[src/rtl/mc_ctrl_pkg.sv]
// ---------------------------------------------------------------------------
// mc_ctrl_pkg
// Shared definitions for the multicycle MIPS control unit:
//   - FSM state encoding (5-bit)
//   - opcode / R-type funct constants
//   - alucontrol codes and internal ALU-operation selectors
//   - pcsrc / regdst / memtoreg / alusrcb mux codes
//   - op_target(): opcode -> first execution state after DECODE
// ---------------------------------------------------------------------------
package mc_ctrl_pkg;

    typedef enum logic [4:0] {
        S_FETCH  = 5'd0,
        S_DECODE = 5'd1,
        S_MEMADR = 5'd2,
        S_MEMRD  = 5'd3,
        S_MEMWB  = 5'd4,
        S_MEMWR  = 5'd5,
        S_EXEC   = 5'd6,
        S_ALUWB  = 5'd7,
        S_IEXEC  = 5'd8,
        S_IWB    = 5'd9,
        S_BRANCH = 5'd10,
        S_JUMP   = 5'd11,
        S_JAL    = 5'd12,
        S_TRAP   = 5'd13
    } state_t;

    // Opcodes
    localparam logic [5:0] OP_RTYPE = 6'b000000;
    localparam logic [5:0] OP_J     = 6'b000010;
    localparam logic [5:0] OP_JAL   = 6'b000011;
    localparam logic [5:0] OP_BEQ   = 6'b000100;
    localparam logic [5:0] OP_BNE   = 6'b000101;
    localparam logic [5:0] OP_ADDI  = 6'b001000;
    localparam logic [5:0] OP_SLTI  = 6'b001010;
    localparam logic [5:0] OP_ANDI  = 6'b001100;
    localparam logic [5:0] OP_ORI   = 6'b001101;
    localparam logic [5:0] OP_LW    = 6'b100011;
    localparam logic [5:0] OP_SW    = 6'b101011;

    // R-type funct codes
    localparam logic [5:0] FN_ADD = 6'b100000;
    localparam logic [5:0] FN_SUB = 6'b100010;
    localparam logic [5:0] FN_AND = 6'b100100;
    localparam logic [5:0] FN_OR  = 6'b100101;
    localparam logic [5:0] FN_SLT = 6'b101010;

    // alucontrol codes (native 3-bit width)
    localparam logic [2:0] ALU_AND = 3'b000;
    localparam logic [2:0] ALU_OR  = 3'b001;
    localparam logic [2:0] ALU_ADD = 3'b010;
    localparam logic [2:0] ALU_SUB = 3'b110;
    localparam logic [2:0] ALU_SLT = 3'b111;

    // Operation selector handed from the FSM to the ALU decoder
    localparam logic [1:0] ALUOP_ADD   = 2'b00;
    localparam logic [1:0] ALUOP_SUB   = 2'b01;
    localparam logic [1:0] ALUOP_FUNCT = 2'b10;
    localparam logic [1:0] ALUOP_IMM   = 2'b11;

    // Datapath mux codes
    localparam logic [1:0] PCSRC_ALURES = 2'b00;
    localparam logic [1:0] PCSRC_ALUOUT = 2'b01;
    localparam logic [1:0] PCSRC_JUMP   = 2'b10;

    localparam logic [1:0] REGDST_RT  = 2'b00;
    localparam logic [1:0] REGDST_RD  = 2'b01;
    localparam logic [1:0] REGDST_R31 = 2'b10;

    localparam logic [1:0] MEMTOREG_ALU  = 2'b00;
    localparam logic [1:0] MEMTOREG_DATA = 2'b01;
    localparam logic [1:0] MEMTOREG_PC   = 2'b10;

    localparam logic [1:0] SRCB_B    = 2'b00;
    localparam logic [1:0] SRCB_FOUR = 2'b01;
    localparam logic [1:0] SRCB_IMM  = 2'b10;
    localparam logic [1:0] SRCB_IMM2 = 2'b11;

    // State entered from DECODE for a given opcode; S_FETCH marks an
    // opcode this controller does not implement.
    function automatic state_t op_target(input logic [5:0] op);
        state_t st;
        case (op)
            OP_LW, OP_SW:                       st = S_MEMADR;
            OP_RTYPE:                           st = S_EXEC;
            OP_BEQ, OP_BNE:                     st = S_BRANCH;
            OP_ADDI, OP_ANDI, OP_ORI, OP_SLTI:  st = S_IEXEC;
            OP_J:                               st = S_JUMP;
            OP_JAL:                             st = S_JAL;
            default:                            st = S_FETCH;
        endcase
        return st;
    endfunction

endpackage

[src/rtl/mc_aludec.sv]
// ---------------------------------------------------------------------------
// mc_aludec
// Combinational ALU decoder for the multicycle MIPS controller.
// Ports:
//   i_aluop          in  2         operation class from the FSM (add/sub/funct/imm)
//   i_op             in  6         opcode, selects the immediate operation
//   i_funct          in  6         R-type funct
//   o_alucontrol     out ALUCTL_W  ALU operation code
//   o_zeroext        out 1         immediate is zero-extended (ANDI/ORI in imm class)
//   o_illegal_funct  out 1         funct is not one of add/sub/and/or/slt
// o_illegal_funct is decoded from funct alone so the write-back state can
// still suppress regwrite after the ALU class has moved on.
// ---------------------------------------------------------------------------
module mc_aludec
    import mc_ctrl_pkg::*;
#(
    parameter int ALUCTL_W = 3
) (
    input  logic [1:0]          i_aluop,
    input  logic [5:0]          i_op,
    input  logic [5:0]          i_funct,
    output logic [ALUCTL_W-1:0] o_alucontrol,
    output logic                o_zeroext,
    output logic                o_illegal_funct
);

    logic [2:0] w_fn_code;
    logic [2:0] w_imm_code;
    logic       w_imm_zext;
    logic [2:0] w_code;

    // R-type funct decode
    always_comb begin
        w_fn_code       = ALU_ADD;
        o_illegal_funct = 1'b0;
        case (i_funct)
            FN_ADD:  w_fn_code = ALU_ADD;
            FN_SUB:  w_fn_code = ALU_SUB;
            FN_AND:  w_fn_code = ALU_AND;
            FN_OR:   w_fn_code = ALU_OR;
            FN_SLT:  w_fn_code = ALU_SLT;
            default: o_illegal_funct = 1'b1;
        endcase
    end

    // Immediate-instruction decode
    always_comb begin
        w_imm_code = ALU_ADD;
        w_imm_zext = 1'b0;
        case (i_op)
            OP_ADDI: w_imm_code = ALU_ADD;
            OP_ANDI: begin
                w_imm_code = ALU_AND;
                w_imm_zext = 1'b1;
            end
            OP_ORI: begin
                w_imm_code = ALU_OR;
                w_imm_zext = 1'b1;
            end
            OP_SLTI: w_imm_code = ALU_SLT;
            default: w_imm_code = ALU_ADD;
        endcase
    end

    // Final ALU operation selection by class
    always_comb begin
        w_code    = ALU_ADD;
        o_zeroext = 1'b0;
        case (i_aluop)
            ALUOP_ADD:   w_code = ALU_ADD;
            ALUOP_SUB:   w_code = ALU_SUB;
            ALUOP_FUNCT: w_code = w_fn_code;
            ALUOP_IMM: begin
                w_code    = w_imm_code;
                o_zeroext = w_imm_zext;
            end
            default:     w_code = ALU_ADD;
        endcase
    end

    assign o_alucontrol = ALUCTL_W'(w_code);

endmodule

[src/rtl/mc_ctrl_fsm.sv]
// ---------------------------------------------------------------------------
// mc_ctrl_fsm
// Multicycle MIPS control unit with memory ready/wait handshake, timeout
// (bus error), BNE/ANDI/ORI/SLTI/JAL support and sticky error flags.
//
// Build option: define MC_TRAP_EN to route illegal opcodes and memory
// timeouts through a TRAP state (pcen=1, pcsrc=TRAP_VEC_SEL). Without it
// the instruction is skipped and the FSM returns straight to FETCH.
//
// Ports:
//   clk        in   1         rising-edge clock
//   reset      in   1         asynchronous active-low reset
//   op, funct  in   6 each    instruction fields from IR
//   zero       in   1         ALU zero flag
//   mem_ready  in   1         memory completes current access
//   memreq, memwrite, iord, irwrite, pcen, pcsrc, regwrite, regdst,
//   memtoreg, alusrca, alusrcb, zeroext, alucontrol   out   datapath controls
//   bus_err    out  1         sticky memory timeout flag
//   illegal    out  1         sticky unknown opcode/funct flag
// ---------------------------------------------------------------------------
module mc_ctrl_fsm
    import mc_ctrl_pkg::*;
#(
    parameter int ALUCTL_W     = 3,
    parameter int WAIT_W       = 4,
    parameter int MEM_TIMEOUT  = 15,
    parameter int TRAP_VEC_SEL = 3
) (
    input  logic                clk,
    input  logic                reset,
    input  logic [5:0]          op,
    input  logic [5:0]          funct,
    input  logic                zero,
    input  logic                mem_ready,
    output logic                memreq,
    output logic                memwrite,
    output logic                iord,
    output logic                irwrite,
    output logic                pcen,
    output logic [1:0]          pcsrc,
    output logic                regwrite,
    output logic [1:0]          regdst,
    output logic [1:0]          memtoreg,
    output logic                alusrca,
    output logic [1:0]          alusrcb,
    output logic                zeroext,
    output logic [ALUCTL_W-1:0] alucontrol,
    output logic                bus_err,
    output logic                illegal
);

    localparam logic [WAIT_W-1:0] WAIT_LIMIT = WAIT_W'(MEM_TIMEOUT);
    localparam logic [1:0]        PCSRC_TRAP = 2'(TRAP_VEC_SEL);

`ifdef MC_TRAP_EN
    localparam state_t ABORT_STATE = S_TRAP;
`else
    localparam state_t ABORT_STATE = S_FETCH;
`endif

    state_t              r_state;
    logic [WAIT_W-1:0]   r_wait;
    logic                r_bus_err;
    logic                r_illegal;

    state_t              w_next_state;
    logic                w_memreq;
    logic                w_memwrite;
    logic                w_irwrite;
    logic                w_pcen;
    logic                w_regwrite;
    logic [1:0]          w_aluop;
    logic                w_timeout;
    logic                w_set_illegal;
    logic [ALUCTL_W-1:0] w_alucontrol;
    logic                w_zeroext;
    logic                w_illegal_funct;

    mc_aludec #(
        .ALUCTL_W (ALUCTL_W)
    ) u_aludec (
        .i_aluop         (w_aluop),
        .i_op            (op),
        .i_funct         (funct),
        .o_alucontrol    (w_alucontrol),
        .o_zeroext       (w_zeroext),
        .o_illegal_funct (w_illegal_funct)
    );

    // An access is abandoned in the request cycle where the counter has
    // already reached MEM_TIMEOUT and memory is still not ready; a ready
    // in that same cycle completes the access instead.
    assign w_timeout = w_memreq && !mem_ready && (r_wait == WAIT_LIMIT);

    // Next-state and output decode
    always_comb begin
        w_next_state  = S_FETCH;
        w_memreq      = 1'b0;
        w_memwrite    = 1'b0;
        w_irwrite     = 1'b0;
        w_pcen        = 1'b0;
        w_regwrite    = 1'b0;
        w_aluop       = ALUOP_ADD;
        w_set_illegal = 1'b0;
        iord          = 1'b0;
        pcsrc         = PCSRC_ALURES;
        regdst        = REGDST_RT;
        memtoreg      = MEMTOREG_ALU;
        alusrca       = 1'b0;
        alusrcb       = SRCB_B;
        case (r_state)
            S_FETCH: begin
                w_memreq = 1'b1;
                alusrcb  = SRCB_FOUR;
                if (mem_ready) begin
                    w_irwrite    = 1'b1;
                    w_pcen       = 1'b1;
                    w_next_state = S_DECODE;
                end else if (w_timeout) begin
                    w_next_state = ABORT_STATE;
                end else begin
                    w_next_state = S_FETCH;
                end
            end
            S_DECODE: begin
                alusrcb = SRCB_IMM2;
                if (op_target(op) == S_FETCH) begin
                    w_set_illegal = 1'b1;
                    w_next_state  = ABORT_STATE;
                end else begin
                    w_next_state  = op_target(op);
                end
            end
            S_MEMADR: begin
                alusrca = 1'b1;
                alusrcb = SRCB_IMM;
                if (op == OP_LW) begin
                    w_next_state = S_MEMRD;
                end else begin
                    w_next_state = S_MEMWR;
                end
            end
            S_MEMRD: begin
                w_memreq = 1'b1;
                iord     = 1'b1;
                if (mem_ready) begin
                    w_next_state = S_MEMWB;
                end else if (w_timeout) begin
                    w_next_state = ABORT_STATE;
                end else begin
                    w_next_state = S_MEMRD;
                end
            end
            S_MEMWB: begin
                w_regwrite   = 1'b1;
                regdst       = REGDST_RT;
                memtoreg     = MEMTOREG_DATA;
                w_next_state = S_FETCH;
            end
            S_MEMWR: begin
                w_memreq   = 1'b1;
                w_memwrite = 1'b1;
                iord       = 1'b1;
                if (mem_ready) begin
                    w_next_state = S_FETCH;
                end else if (w_timeout) begin
                    w_next_state = ABORT_STATE;
                end else begin
                    w_next_state = S_MEMWR;
                end
            end
            S_EXEC: begin
                alusrca       = 1'b1;
                alusrcb       = SRCB_B;
                w_aluop       = ALUOP_FUNCT;
                w_set_illegal = w_illegal_funct;
                w_next_state  = S_ALUWB;
            end
            S_ALUWB: begin
                // funct is still held in IR, so a bad funct blocks the write here
                w_regwrite   = !w_illegal_funct;
                regdst       = REGDST_RD;
                memtoreg     = MEMTOREG_ALU;
                w_next_state = S_FETCH;
            end
            S_IEXEC: begin
                alusrca      = 1'b1;
                alusrcb      = SRCB_IMM;
                w_aluop      = ALUOP_IMM;
                w_next_state = S_IWB;
            end
            S_IWB: begin
                w_regwrite   = 1'b1;
                regdst       = REGDST_RT;
                memtoreg     = MEMTOREG_ALU;
                w_next_state = S_FETCH;
            end
            S_BRANCH: begin
                alusrca      = 1'b1;
                w_aluop      = ALUOP_SUB;
                pcsrc        = PCSRC_ALUOUT;
                w_pcen       = (op == OP_BEQ) ? zero : !zero;
                w_next_state = S_FETCH;
            end
            S_JUMP: begin
                pcsrc        = PCSRC_JUMP;
                w_pcen       = 1'b1;
                w_next_state = S_FETCH;
            end
            S_JAL: begin
                pcsrc        = PCSRC_JUMP;
                w_pcen       = 1'b1;
                w_regwrite   = 1'b1;
                regdst       = REGDST_R31;
                memtoreg     = MEMTOREG_PC;
                w_next_state = S_FETCH;
            end
            S_TRAP: begin
                pcsrc        = PCSRC_TRAP;
                w_pcen       = 1'b1;
                w_next_state = S_FETCH;
            end
            default: begin
                w_next_state = S_FETCH;
            end
        endcase
    end

    // Strobes are gated by reset so an in-flight access drops the instant
    // reset asserts, not at the next clock edge.
    assign memreq     = w_memreq   & reset;
    assign memwrite   = w_memwrite & reset;
    assign irwrite    = w_irwrite  & reset;
    assign pcen       = w_pcen     & reset;
    assign regwrite   = w_regwrite & reset;
    assign alucontrol = w_alucontrol;
    assign zeroext    = w_zeroext;
    assign bus_err    = r_bus_err;
    assign illegal    = r_illegal;

    // State register
    always_ff @(posedge clk or negedge reset) begin
        if (!reset) begin
            r_state <= S_FETCH;
        end else begin
            r_state <= w_next_state;
        end
    end

    // Memory wait counter: counts stalled request cycles, clears otherwise
    always_ff @(posedge clk or negedge reset) begin
        if (!reset) begin
            r_wait <= {WAIT_W{1'b0}};
        end else if (w_memreq && !mem_ready && !w_timeout) begin
            r_wait <= r_wait + WAIT_W'(1);
        end else begin
            r_wait <= {WAIT_W{1'b0}};
        end
    end

    // Sticky error flags, cleared only by reset
    always_ff @(posedge clk or negedge reset) begin
        if (!reset) begin
            r_bus_err <= 1'b0;
            r_illegal <= 1'b0;
        end else begin
            r_bus_err <= r_bus_err | w_timeout;
            r_illegal <= r_illegal | w_set_illegal;
        end
    end

endmodule

[config.mk]
export PLATFORM = sky130hd
export DESIGN_NAME = mc_ctrl_fsm
export DESIGN_NICKNAME = d
export VERILOG_FILES = /design/src/rtl/mc_ctrl_pkg.sv /design/src/rtl/mc_aludec.sv /design/src/rtl/mc_ctrl_fsm.sv
export SDC_FILE = /design/constraint.sdc
export NUM_CORES = 1
export LEC_CHECK = 0
export CAP_MARGIN = 15
export CORE_AREA = 2 2 53 55
export CTS_BUF_LIST = sky130_fd_sc_hd__clkbuf_8
export CTS_CLUSTER_SIZE = 20
export DETAILED_ROUTE_END_ITERATION = 8
export DIE_AREA = 0 0 55 57
export GPL_TIMING_DRIVEN = 0
export PLACE_DENSITY = 0.74
export SLEW_MARGIN = 20
export SYNTH_ARGS = -nofsm -noshare
export SYNTH_HDL_FRONTEND = slang
export SYNTH_HIERARCHICAL = 1
export SYNTH_SLANG_ARGS = --single-unit
[constraint.sdc]
create_clock -name clk -period 1.9 [get_ports clk]
set_input_delay 0.19 -clock clk [delete_from_list [all_inputs] [get_ports clk]]
set_output_delay 0.19 -clock clk [all_outputs]
set_load 0.02 [all_outputs]
==> metrics.txt <==
# TYPE chip_impl_metric gauge
chip_impl_metric{name="io-pin-count",unit=""} 37
chip_impl_metric{name="power.ir.vdd_worst",unit="mV"} 0.690
chip_impl_metric{name="tritoncts.num_buffers",unit=""} 3
chip_impl_metric{name="final_ant_viol_nets",unit=""} 0
chip_impl_metric{name="critical_path_arrival",unit="ns"} 1.97
chip_impl_metric{name="ys.warnings.count",unit=""} 6
chip_impl_metric{name="grt_first_pass_wirelength",unit="mm"} 5.17
chip_impl_metric{name="timing.final.hold_violations",unit=""} 0
chip_impl_metric{name="critical_path.n_buffers_inverters",unit=""} 3
chip_impl_metric{name="finalWeightedCongestion",unit=""} 0.854
chip_impl_metric{name="cp.required",unit="ns"} 1.71
chip_impl_metric{name="synth_nets",unit=""} 147
chip_impl_metric{name="period_share",unit=""} 1.14
chip_impl_info{name="hold_path.class",value="input port to async pin"} 1
chip_impl_info{name="netlist.top_cell.by_area",value="dfrtp_1"} 1
chip_impl_metric{name="synthesis.area",unit="mm²"} 0.00105
chip_impl_metric{name="synth_async_sr_flop_share",unit=""} 1.00
chip_impl_metric{name="ff2ff_setup_slack",unit="ns"} 0.21
chip_impl_metric{name="post_syn_instances",unit=""} 130
chip_impl_metric{name="floorplan.die.height",unit="µm"} 57
chip_impl_metric{name="clkSlewWorstSetupHoldPaths",unit="ns"} 0.05
chip_impl_metric{name="groute.usage.overall",unit=""} 0.221
chip_impl_metric{name="synth-edff-count",unit=""} 0
chip_impl_metric{name="fin_ws",unit="ns"} -0.258
chip_impl_info{name="synth.area.top_cells",value="dfrtp_1, nor2_1, nor3b_2"} 1
chip_impl_metric{name="final-setup-viol-count",unit=""} 7
chip_impl_metric{name="p_per_area",unit="mW/mm²"} 874
chip_impl_metric{name="max-slew-margin-rel",unit=""} 0.599
chip_impl_metric{name="route.detailed.drc",unit=""} 0
chip_impl_metric{name="postPlaceCellArea",unit="mm²"} 0.00146
chip_impl_metric{name="critical_path_peak_fanout",unit=""} 4
chip_impl_info{name="clk_root_buffer_cell",value="clkbuf_8"} 1
chip_impl_info{name="rsz0062_at_grt",value="yes"} 1
chip_impl_metric{name="synth_largest_type_area_fraction",unit=""} 0.239
chip_impl_info{name="outcome",value="complete, but fails checks"} 1
chip_impl_metric{name="post_route_cells_drive_above_1_share",unit=""} 0.282
chip_impl_metric{name="grt_antenna_before_repair",unit=""} 0
chip_impl_metric{name="synth_area_per_cell",unit="µm²"} 8.05
chip_impl_metric{name="initialDrtViolationCount",unit=""} 42
chip_impl_metric{name="clock-skew-final",unit="ns"} 0.00132
chip_impl_metric{name="r2r.worst_path.cells",unit=""} 5
chip_impl_metric{name="number_of_distinct_library_cell_variants_in_the_gate_level_netlist_after_synthesis",unit=""} 50
chip_impl_info{name="path_class",value="flop to output port"} 1
chip_impl_metric{name="detail_route.wirelength",unit="mm"} 3.14
chip_impl_metric{name="layout_filler_cell_count",unit=""} 248
chip_impl_metric{name="worst-slew-pin-transition",unit="ns"} 0.601
chip_impl_metric{name="area_growth_syn_to_layout",unit="%"} 52.4
chip_impl_metric{name="firstDrtPassIters",unit=""} 4
chip_impl_metric{name="pin_count_of_the_biggest_net_entering_global_routing",unit=""} 15
chip_impl_metric{name="n_antenna_cell",unit=""} 0
chip_impl_metric{name="p_leak",unit="µW"} 0.000696
chip_impl_info{name="cpMaxStageDelayCell",value="dfrtp_1"} 1
chip_impl_info{name="worstReg2RegStart",value="r_wait[0]$_DFF_PN0_"} 1
chip_impl_metric{name="seq_area_frac_synth",unit=""} 0.239
chip_impl_info{name="tritoncts",value="built"} 1
chip_impl_metric{name="dieWidth",unit="µm"} 55
chip_impl_info{name="cp_cell_sequence",value="clkbuf_8 -> or2b_4 -> mux2_4 -> nor2_4 -> and4bb_2 -> inv_2 -> o22ai_4 -> buf_6"} 1
chip_impl_info{name="synth-main-ff-cell",value="dfrtp_1"} 1
chip_impl_metric{name="max_cap_viols",unit=""} 0
chip_impl_metric{name="post-route-min-period",unit="ns"} 2.16
chip_impl_metric{name="drt-wirelength-per-cell",unit="µm"} 15.1
chip_impl_metric{name="fp.dieArea",unit="mm²"} 0.00314
chip_impl_info{name="worstSetupStartpointType",value="flop"} 1
chip_impl_metric{name="start_util",unit=""} 0.400
chip_impl_metric{name="clock_tree.buffer_depth",unit=""} 2
chip_impl_metric{name="design.core.area",unit="mm²"} 0.00262
chip_impl_info{name="worst_setup_ep_type",value="output port"} 1
chip_impl_metric{name="dr_total_vias",unit=""} 1231
chip_impl_metric{name="clock.fmax",unit="GHz"} 0.463
chip_impl_metric{name="first_global_vias",unit=""} 1235
chip_impl_metric{name="vias_per_cell",unit=""} 5.92
chip_impl_metric{name="final_net_count",unit=""} 195
chip_impl_metric{name="cts_hold_buffers",unit=""} 0
chip_impl_metric{name="worst_path_largest_cell_delay",unit="ns"} 0.33
chip_impl_info{name="failed_checks",value="negative setup slack"} 1
chip_impl_metric{name="rows",unit=""} 19
chip_impl_metric{name="clock_sinks",unit=""} 10
chip_impl_metric{name="yosys_register_bits",unit=""} 10
chip_impl_info{name="r2r_end",value="r_state[1]$_DFF_PN0_"} 1
chip_impl_metric{name="numPortBuffers",unit=""} 36
chip_impl_metric{name="finish.instance_area",unit="mm²"} 0.00159
chip_impl_metric{name="finalHoldWorstSlack",unit="ns"} 0.0684
chip_impl_metric{name="report.final.slew_viol_count",unit=""} 0
chip_impl_metric{name="globalRoute.totalOverflow",unit=""} 0
chip_impl_metric{name="clock_latency",unit="ns"} 0.23
chip_impl_info{name="worst_path_dominant_cell_family",value="simple AND/OR/NAND/NOR gates"} 1
chip_impl_metric{name="place.detailed.hpwl",unit="mm"} 2.29
chip_impl_metric{name="cts-htree-levels",unit=""} 1
[synthesized netlist by cell type, drive strengths merged, types with 4 or more instances]
cell type / instances
nor2: 15
dfrtp: 10
nor3b: 8
nand2: 7
nor2b: 7
nor3: 7
a21oi: 6
nand3: 5
buf: 4
inv: 4
o22ai: 4
[area by class of cell]
cell class | count | area, µm² | area share
buffer | 7 | 62.6 | 0.0392
clock buffer | 4 | 55.1 | 0.0345
inverter | 4 | 15.0 | 0.00942
sequential | 10 | 250 | 0.157
multi-input combinational | 109 | 785 | 0.492
timing repair buffer | 43 | 388 | 0.243
tap | 31 | 38.8 | 0.0243
[layout by cell type, fill, tap and decap left out, types with 2 or more instances in the layout]
cell type,count
a21oi_1,6
a221o_1,2
a22oi_1,2
a31oi_1,2
and2_1,2
and2b_2,3
buf_2,3
buf_4,9
buf_6,5
clkbuf_2,3
clkbuf_8,5
clkdlybuf4s15_1,2
clkdlybuf4s15_2,2
clkdlybuf4s50_1,14
dfrtp_1,10
dlygate4sd2_1,10
inv_1,3
mux2i_1,2
nand2_1,7
nand2b_1,3
nand3_1,5
nor2_1,13
nor2b_1,6
nor3_1,7
nor3b_1,4
nor3b_2,4
o21ai_0,2
o22ai_1,2
o31a_1,2
or3_1,2
xnor2_1,3
xor2_1,2
[stage by stage]
stage | setup TNS [ns] | worst slack (ns) | power, µW | instances | util
detailed placement | -4.05 | -0.660 | 1060 | 197 | 0.559
finish | -0.964 | -0.258 | 1390 | 208 | 0.610
global route | -1.58 | -0.338 | 1490 | 208 | 0.610
floorplan | 0 | 0.0253 | 790 | 130 | -
global placement | -3.76 | -0.624 | 1040 | 197 | 0.559
CTS | -0.694 | -0.270 | 1350 | 205 | 0.592
[per-layer routing]
layer  track usage  up-vias  share of wire
li1              -      574              -
met1         0.234      600           0.37
met2         0.396       49           0.56
met3        0.0471        8          0.050
met4         0.105        0          0.019
met5             0        -              0
[repair_timing]
action | in CTS | in global routing
buffers inserted | 4 | 4
resized for setup | 57 | 14
setup endpoints to repair | 18 | 14
pin swaps | 1 | 5
[kinds of logic (layout without fill, tap and decap cells)]
| group | Yosys count | in the layout | share of synthesized area |
|---|---|---|---|
| xor gates and xnor gates | 5 | 5 | 0.0419 |
| and+or+nand+nor | 70 | 70 | 0.413 |
| AOI/OAI and AO/OA | 30 | 30 | 0.203 |
| buffers and inverters | 11 | 58 | 0.0610 |
| adders and majority gates | 1 | 1 | 0.0120 |
| DFF | 10 | 10 | 0.239 |
| muxes | 3 | 3 | 0.0299 |
[worst max-delay path by stage]
stage / start / to / slack (ns) / depth (start not counted)
3_3_place_gp: r_state[3]$_DFF_PN0_ / alucontrol[0] / -0.62 / 8
4_1_cts: r_state[2]$_DFF_PN0_ / alucontrol[0] / -0.27 / 8
3_5_place_dp: r_state[3]$_DFF_PN0_ / alucontrol[0] / -0.66 / 8
5_1_grt: r_state[2]$_DFF_PN0_ / alucontrol[0] / -0.34 / 8
6_report: r_state[2]$_DFF_PN0_ / alucontrol[0] / -0.26 / 8
2_1_floorplan: r_state[2]$_DFF_PN0_ / alucontrol[0] / 0.03 / 7
[where the power goes]
| part | switching, µW | internal, µW |
|---|---|---|
| Sequential | 36.2 | 254 |
| Combinational | 458 | 378 |
| Clock | 85.3 | 182 |
| Total | 579 | 814 |
[sequential cells by signal (all words and copies together), names as in the netlist]
register and flops:
bus_err 1, r_state 4, illegal 1, r_wait 4
No activity file was read; power rests on OpenSTA's default activity.
==> RTL edit 1: new RTL, config.mk and constraints unchanged <==
`ALUCTL_W` is set to 3 in 2 places; all go to 6.
--- a/src/rtl/mc_aludec.sv
+++ b/src/rtl/mc_aludec.sv
@@ -15,5 +15,5 @@
     import mc_ctrl_pkg::*;
 #(
-    parameter int ALUCTL_W = 3
+    parameter int ALUCTL_W = 6
 ) (
     input  logic [1:0]          i_aluop,
--- a/src/rtl/mc_ctrl_fsm.sv
+++ b/src/rtl/mc_ctrl_fsm.sv
@@ -22,5 +22,5 @@
     import mc_ctrl_pkg::*;
 #(
-    parameter int ALUCTL_W     = 3,
+    parameter int ALUCTL_W     = 6,
     parameter int WAIT_W       = 4,
     parameter int MEM_TIMEOUT  = 15,
Ports: changed (resized alucontrol); port bits go from 37 to 40. The function was not compared with the original's and may differ.
==> RTL edit 1 against the original RTL <==
Worst setup slack improved by 8.2 ps; power fell by 0.67%; area after synthesis is 2.5% higher; critical path type unchanged; the flow still finishes with violations (setup timing); sequential cell count did not move; largest cell class unchanged; core utilization grew 1.9 points; largest power group unchanged; routed wire length fell by 0.54%; clock power shrank 21%; design area is 3.1% higher.
==> RTL edit 1: results (changes against the original RTL) <==
stage;metric;value;unit;change
power;p_switching;589;uW;+1.6%
synth;synth-async-reset-ratio;100;%;unchanged
global_route;grt.met1_usage;23.8;%;+0.37 points
synth;synth-compound-area-share;19.8;%;-0.50 points
route;vias_per_cell;5.49;;-7.2%
synth;synth-xor-area-share;4.08;%;-0.10 points
route;finalWirelength;3120;um;-0.54%
route;met1Wirelength;1210;um;+3.5%
synth;syn_inst;134;;+3.1%
route;first_iter_violations;23;;-45%
global_route;grt_pass1_wl;4930;um;-4.5%
finish;design.seq.count;10;;unchanged
finish;buf_share;30.0;%;+1.7 points
clocking;cts_resized;59;;+3.5%
power;ir_drop;0.566;mV;-18%
critical_path;critPathMaxFanout;5;;+1
power;power_frac_comb;63.7;%;+3.7 points
route;dr.pass1.iters;4;;unchanged
placement;gp_congestion;0.857;;+0.40%
placement;dp_slack;-647;ps;+13.2 ps
synth;synth_area_leaders;dfrtp_1 (23%), nor2_1 (5.3%), nor3b_2 (4.7%);;
synth;synth.distinct_cells;51;;+2.0%
synth;seq_area_frac_synth;23.3;%;-0.59 points
sta;setup_viol;6;;-1
power;powerDensity;842;nW/um^2;-3.7%
power;pwr-share-seq;21.0;%;+0.2 points
sta;fin_ws;-250;ps;+8.16 ps
global_route;track_usage;21.0;%;-1.0 points
global_route;met2_usage;37.6;%;-2.0 points
finish;fillCellCount;224;;-9.7%
global_route;met3_usage;6.28;%;+1.6 points
placement;hpwlAfterDp;2290;um;-0.30%
route;route.met3.wl;163;um;+4.5%
synth;synth_top_family_by_area;simple AND/OR/NAND/NOR gates;;
synth;synth_fa_ha_area_share;1.17;%;-0.029 points
placement;place_area;1500;um^2;+2.3%
synth;yosys.area.top_type_share;23.3;%;-0.59 points
sta;maxSlewHeadroom;62.9;%;+3.0 points
global_route;grt_pass1_vias;1147;;-7.1%
synth;synthMuxAreaShare;2.92;%;-0.073 points
outcome;status;finished with violations;;
finish;n_all_buffers;56;;+12%
finish;seq_share;15.2;%;-0.48 points
outcome;violations;setup timing;;
sta;finalClockSkew;1.79;ps;+0.467 ps
finish;multi_input_cells;112;;+2.8%
clocking;post-cts-setup-buffers;4;;unchanged
placement;dp_cells;203;;+3.0%
finish;drive_gt1_share;33.0;%;+4.7 points
finish;clkCellAreaFrac;2.51;%;-0.94 points
RTL edit 1: changes by cell type in the layout (fill, tap and decap cells not counted), moves of 2 or more:
cell / before / now
nor2_1: 13 / 11
nor2_2: 1 / 3
conb_1: 0 / 3
clkbuf_2: 3 / 6
buf_4: 9 / 12
buf_6: 5 / 8
dlygate4sd2_1: 10 / 6
RTL edit 1: worst paths after layout:
kind                                 start       endpoint  slack [ps]  cells past startpoint
max in group asynchronous            reset     r_state[1]        1480                      1
worst max-delay path            r_state[2]  alucontrol[0]        -250                      8
worst min-delay path                 reset      r_wait[1]          50                      1
min in group clk                   bus_err        bus_err         470                      1
worst min register to register     bus_err        bus_err         470                      1
worst max register to register  r_state[2]     r_state[0]         210                      7
RTL edit 1: stage by stage:
step                hold slack, ps  TNS (ps)  utilization [%]
detailed placement             459     -4010             57.2
CTS                           73.2      -794             60.0
finish                        54.6      -822             62.9
global route                  94.4     -1330             62.9
floorplan                     -106         0                -
global placement               450     -3780             57.2
==> RTL edit 2: new RTL, config.mk and constraints unchanged <==
Without the edit above. Reset style: synchronous (`reset`), changed in 3 clocked blocks. Comments in the files are not updated.
--- a/src/rtl/mc_ctrl_fsm.sv
+++ b/src/rtl/mc_ctrl_fsm.sv
@@ -240,5 +240,5 @@
 
     // State register
-    always_ff @(posedge clk or negedge reset) begin
+    always_ff @(posedge clk) begin
         if (!reset) begin
             r_state <= S_FETCH;
@@ -249,5 +249,5 @@
 
     // Memory wait counter: counts stalled request cycles, clears otherwise
-    always_ff @(posedge clk or negedge reset) begin
+    always_ff @(posedge clk) begin
         if (!reset) begin
             r_wait <= {WAIT_W{1'b0}};
@@ -260,5 +260,5 @@
 
     // Sticky error flags, cleared only by reset
-    always_ff @(posedge clk or negedge reset) begin
+    always_ff @(posedge clk) begin
         if (!reset) begin
             r_bus_err <= 1'b0;
Function: differs if reset is asserted again (counterexample within 4 cycles, from zero or initial values and one cycle with reset low); with reset held inactive, the same outputs for 10 cycles.
==> RTL edit 2 against the original RTL <==
Final cell count is 8.2% higher; sequential cell count stayed put; highest routed layer unchanged; design area is 1.2% higher; count of clock-buffer cells in the layout is 1 lower; worst setup slack better by 270 ps; routed wire length is 6.8% higher; area after synthesis is 0.36% lower; critical path type unchanged; first-iteration DRC count is 29% higher.
Power is not compared: it rests on default switching activity, and its combinational part moved more than twofold at a synthesized area within 25%.
==> RTL edit 2: results (changes against the original RTL) <==
stage;metric;value;unit;change
global_route;antenna_found_initial;0;;unchanged
critical_path;rrSetupSlack;330;ps;+120 ps
clocking;clkTransAtPathRegs;40;ps;
synth;synth-async-reset-ratio;0;%;-100 points
finish;n_antenna_cell;0;;unchanged
synth;seq_area_frac_synth;19.2;%;-4.7 points
critical_path;start_kind;flip-flop;;
placement;hpwlAfterDp;2250;um;-1.8%
critical_path;worstReg2RegEnd;r_wait[3];;
clocking;root_buffer;clkbuf_8;;
route;dr.pass1.iters;4;;unchanged
power;leakage;0.694;nW;
critical_path;critPathMaxFanout;5;;+1
finish;reg_top3;r_state (4), r_wait (4);;
global_route;track_usage;20.9;%;-1.2 points
route;finalWirelength;3350;um;+6.8%
synth;synth_commonest_cells;nor2_1 (15), a21oi_1 (10), dfxtp_1 (10), nand2_1 (10), nand3_1 (8);;
finish;layout.nets;213;;+9.2%
critical_path;crit_end;alucontrol[0];;
synth;synth-main-ff-cell;dfxtp_1;;
outcome;status;finished clean;;
sta;maxSlewHeadroom;67.6;%;+7.7 points
synth;yosysWarnings;6;;unchanged
global_route;grt_pass1_wl;5090;um;-1.5%
critical_path;r2r_cells;4;;-1
global_route;grt_pass1_vias;1205;;-2.4%
finish;drive_gt1_share;28.9;%;+0.62 points
clocking;clk_path_buf_depth;2;;unchanged
critical_path;timing.rr.start;r_wait[0];;
synth;synth_fp_nets;159;;+8.2%
sta;tns;0;ps;+964 ps
route;first_iter_violations;54;;+29%
power;ir_drop;0.356;mV;
placement;place_area;1430;um^2;-2.1%
min_path;holdCritPathClass;input port to flip-flop;;
global_route;grt_max_degree;11;;-4
synth;synth_area_leaders;dfxtp_1 (19%), nor2_1 (5.4%), a21oi_1 (4.8%);;
route;vias_per_cell;5.70;;-3.7%
placement;gp_congestion;0.898;;+5.2%
critical_path;startpoint;r_state[2];;
clocking;clkLatencyLatePin;230;ps;about the same
clocking;cts-buffers-inserted;3;;unchanged
synth;synth.distinct_cells;57;;+14%
clocking;htree_levels;1;;unchanged
critical_path;arrival;1690;ps;-280 ps
placement;numPortBuffers;35;;-2.8%
sta;finalClockSkew;2.13;ps;+0.812 ps
-- RTL edit 2: cell count changes after synthesis, moves of 4 or more --
cell | before | now
dfrtp_1 | 10 | 0
dfxtp_1 | 0 | 10
nor2b_1 | 7 | 2
a21oi_1 | 6 | 10
buf_2 | 1 | 5
nand4_1 | 0 | 4
-- RTL edit 2: logic make-up (layout without fill, tap and decap cells) --
kind of cell | Yosys count | count (layout) | synth area share [%]
flip-flops | 10 | 10 | 19.2
buffers and inverters | 17 | 69 | 8.16
AND/OR/NAND/NOR | 70 | 70 | 39.9
adder cells (fa/ha/maj) | 1 | 1 | 1.20
multiplexers | 1 | 1 | 0.960
AO/OA/AOI/OAI | 37 | 37 | 24.9
XOR/XNOR | 6 | 6 | 5.76
-- RTL edit 2: worst min path at each step --
stage | depth (start not counted) | from | endpoint
floorplan | 1 | op[4] | r_state[1]
global placement | 1 | r_wait[0] | r_wait[0]
detailed placement | 1 | r_wait[0] | r_wait[0]
CTS | 2 | reset | bus_err
global route | 2 | reset | bus_err
finish | 2 | reset | bus_err
-- RTL edit 2: cell type report --
class / instances / area, um^2
timing repair buffer: 49 / 427
multi-input combinational: 115 / 779
tap: 31 / 38.8
buffer: 10 / 87.6
fill: 252 / 1000
inverter: 7 / 36.3
clock buffer: 3 / 41.3
sequential: 10 / 203
-- RTL edit 2: per-layer routing --
layer / track usage [%] / part of all wire (%)
met3: 1.05 / 6.1
met5: 0 / 0
met2: 36.1 / 51
met1: 26.5 / 41
met4: 8.01 / 1.4
-- RTL edit 2: where the power goes --
part | switching, mW | leakage (nW) | internal, mW
clock | 0.0748 | 0.0216 | 0.138
combinational | 0.100 | 0.590 | 0.0842
sequential | 0.00368 | 0.0823 | 0.217
total | 0.179 | 0.694 | 0.439
-- RTL edit 2: metrics by stage --
stage	std cells	utilization, %	worst slack (ps)	power, mW	hold slack (ps)
CTS	214	57.5	-170	0.611	414
detailed placement	208	54.7	-604	0.401	446
global route	225	61.7	-39.6	0.647	459
floorplan	142	-	137	0.319	293
finish	225	61.7	15.7	0.618	414
global placement	208	54.7	-580	0.397	430
-- RTL edit 2: what timing repair did --
| item | 4_1_cts | 5_1_grt |
|---|---|---|
| gates resized for setup | 49 | 23 |
| endpoints found under the setup margin | 19 | 12 |
| gates cloned | 0 | 1 |
| pin swaps | 2 | 6 |
| buffers inserted | 3 | 10 |
-- RTL edit 2: worst max-delay path, stage by stage (launching register included) --
cell	delay, ps
dfxtp_2	340
buf_6	140
clkinvlp_4	120
nand3_1	100
a21oi_2	160
and4bb_2	280
inv_2	40
o22ai_2	140
buf_6	140
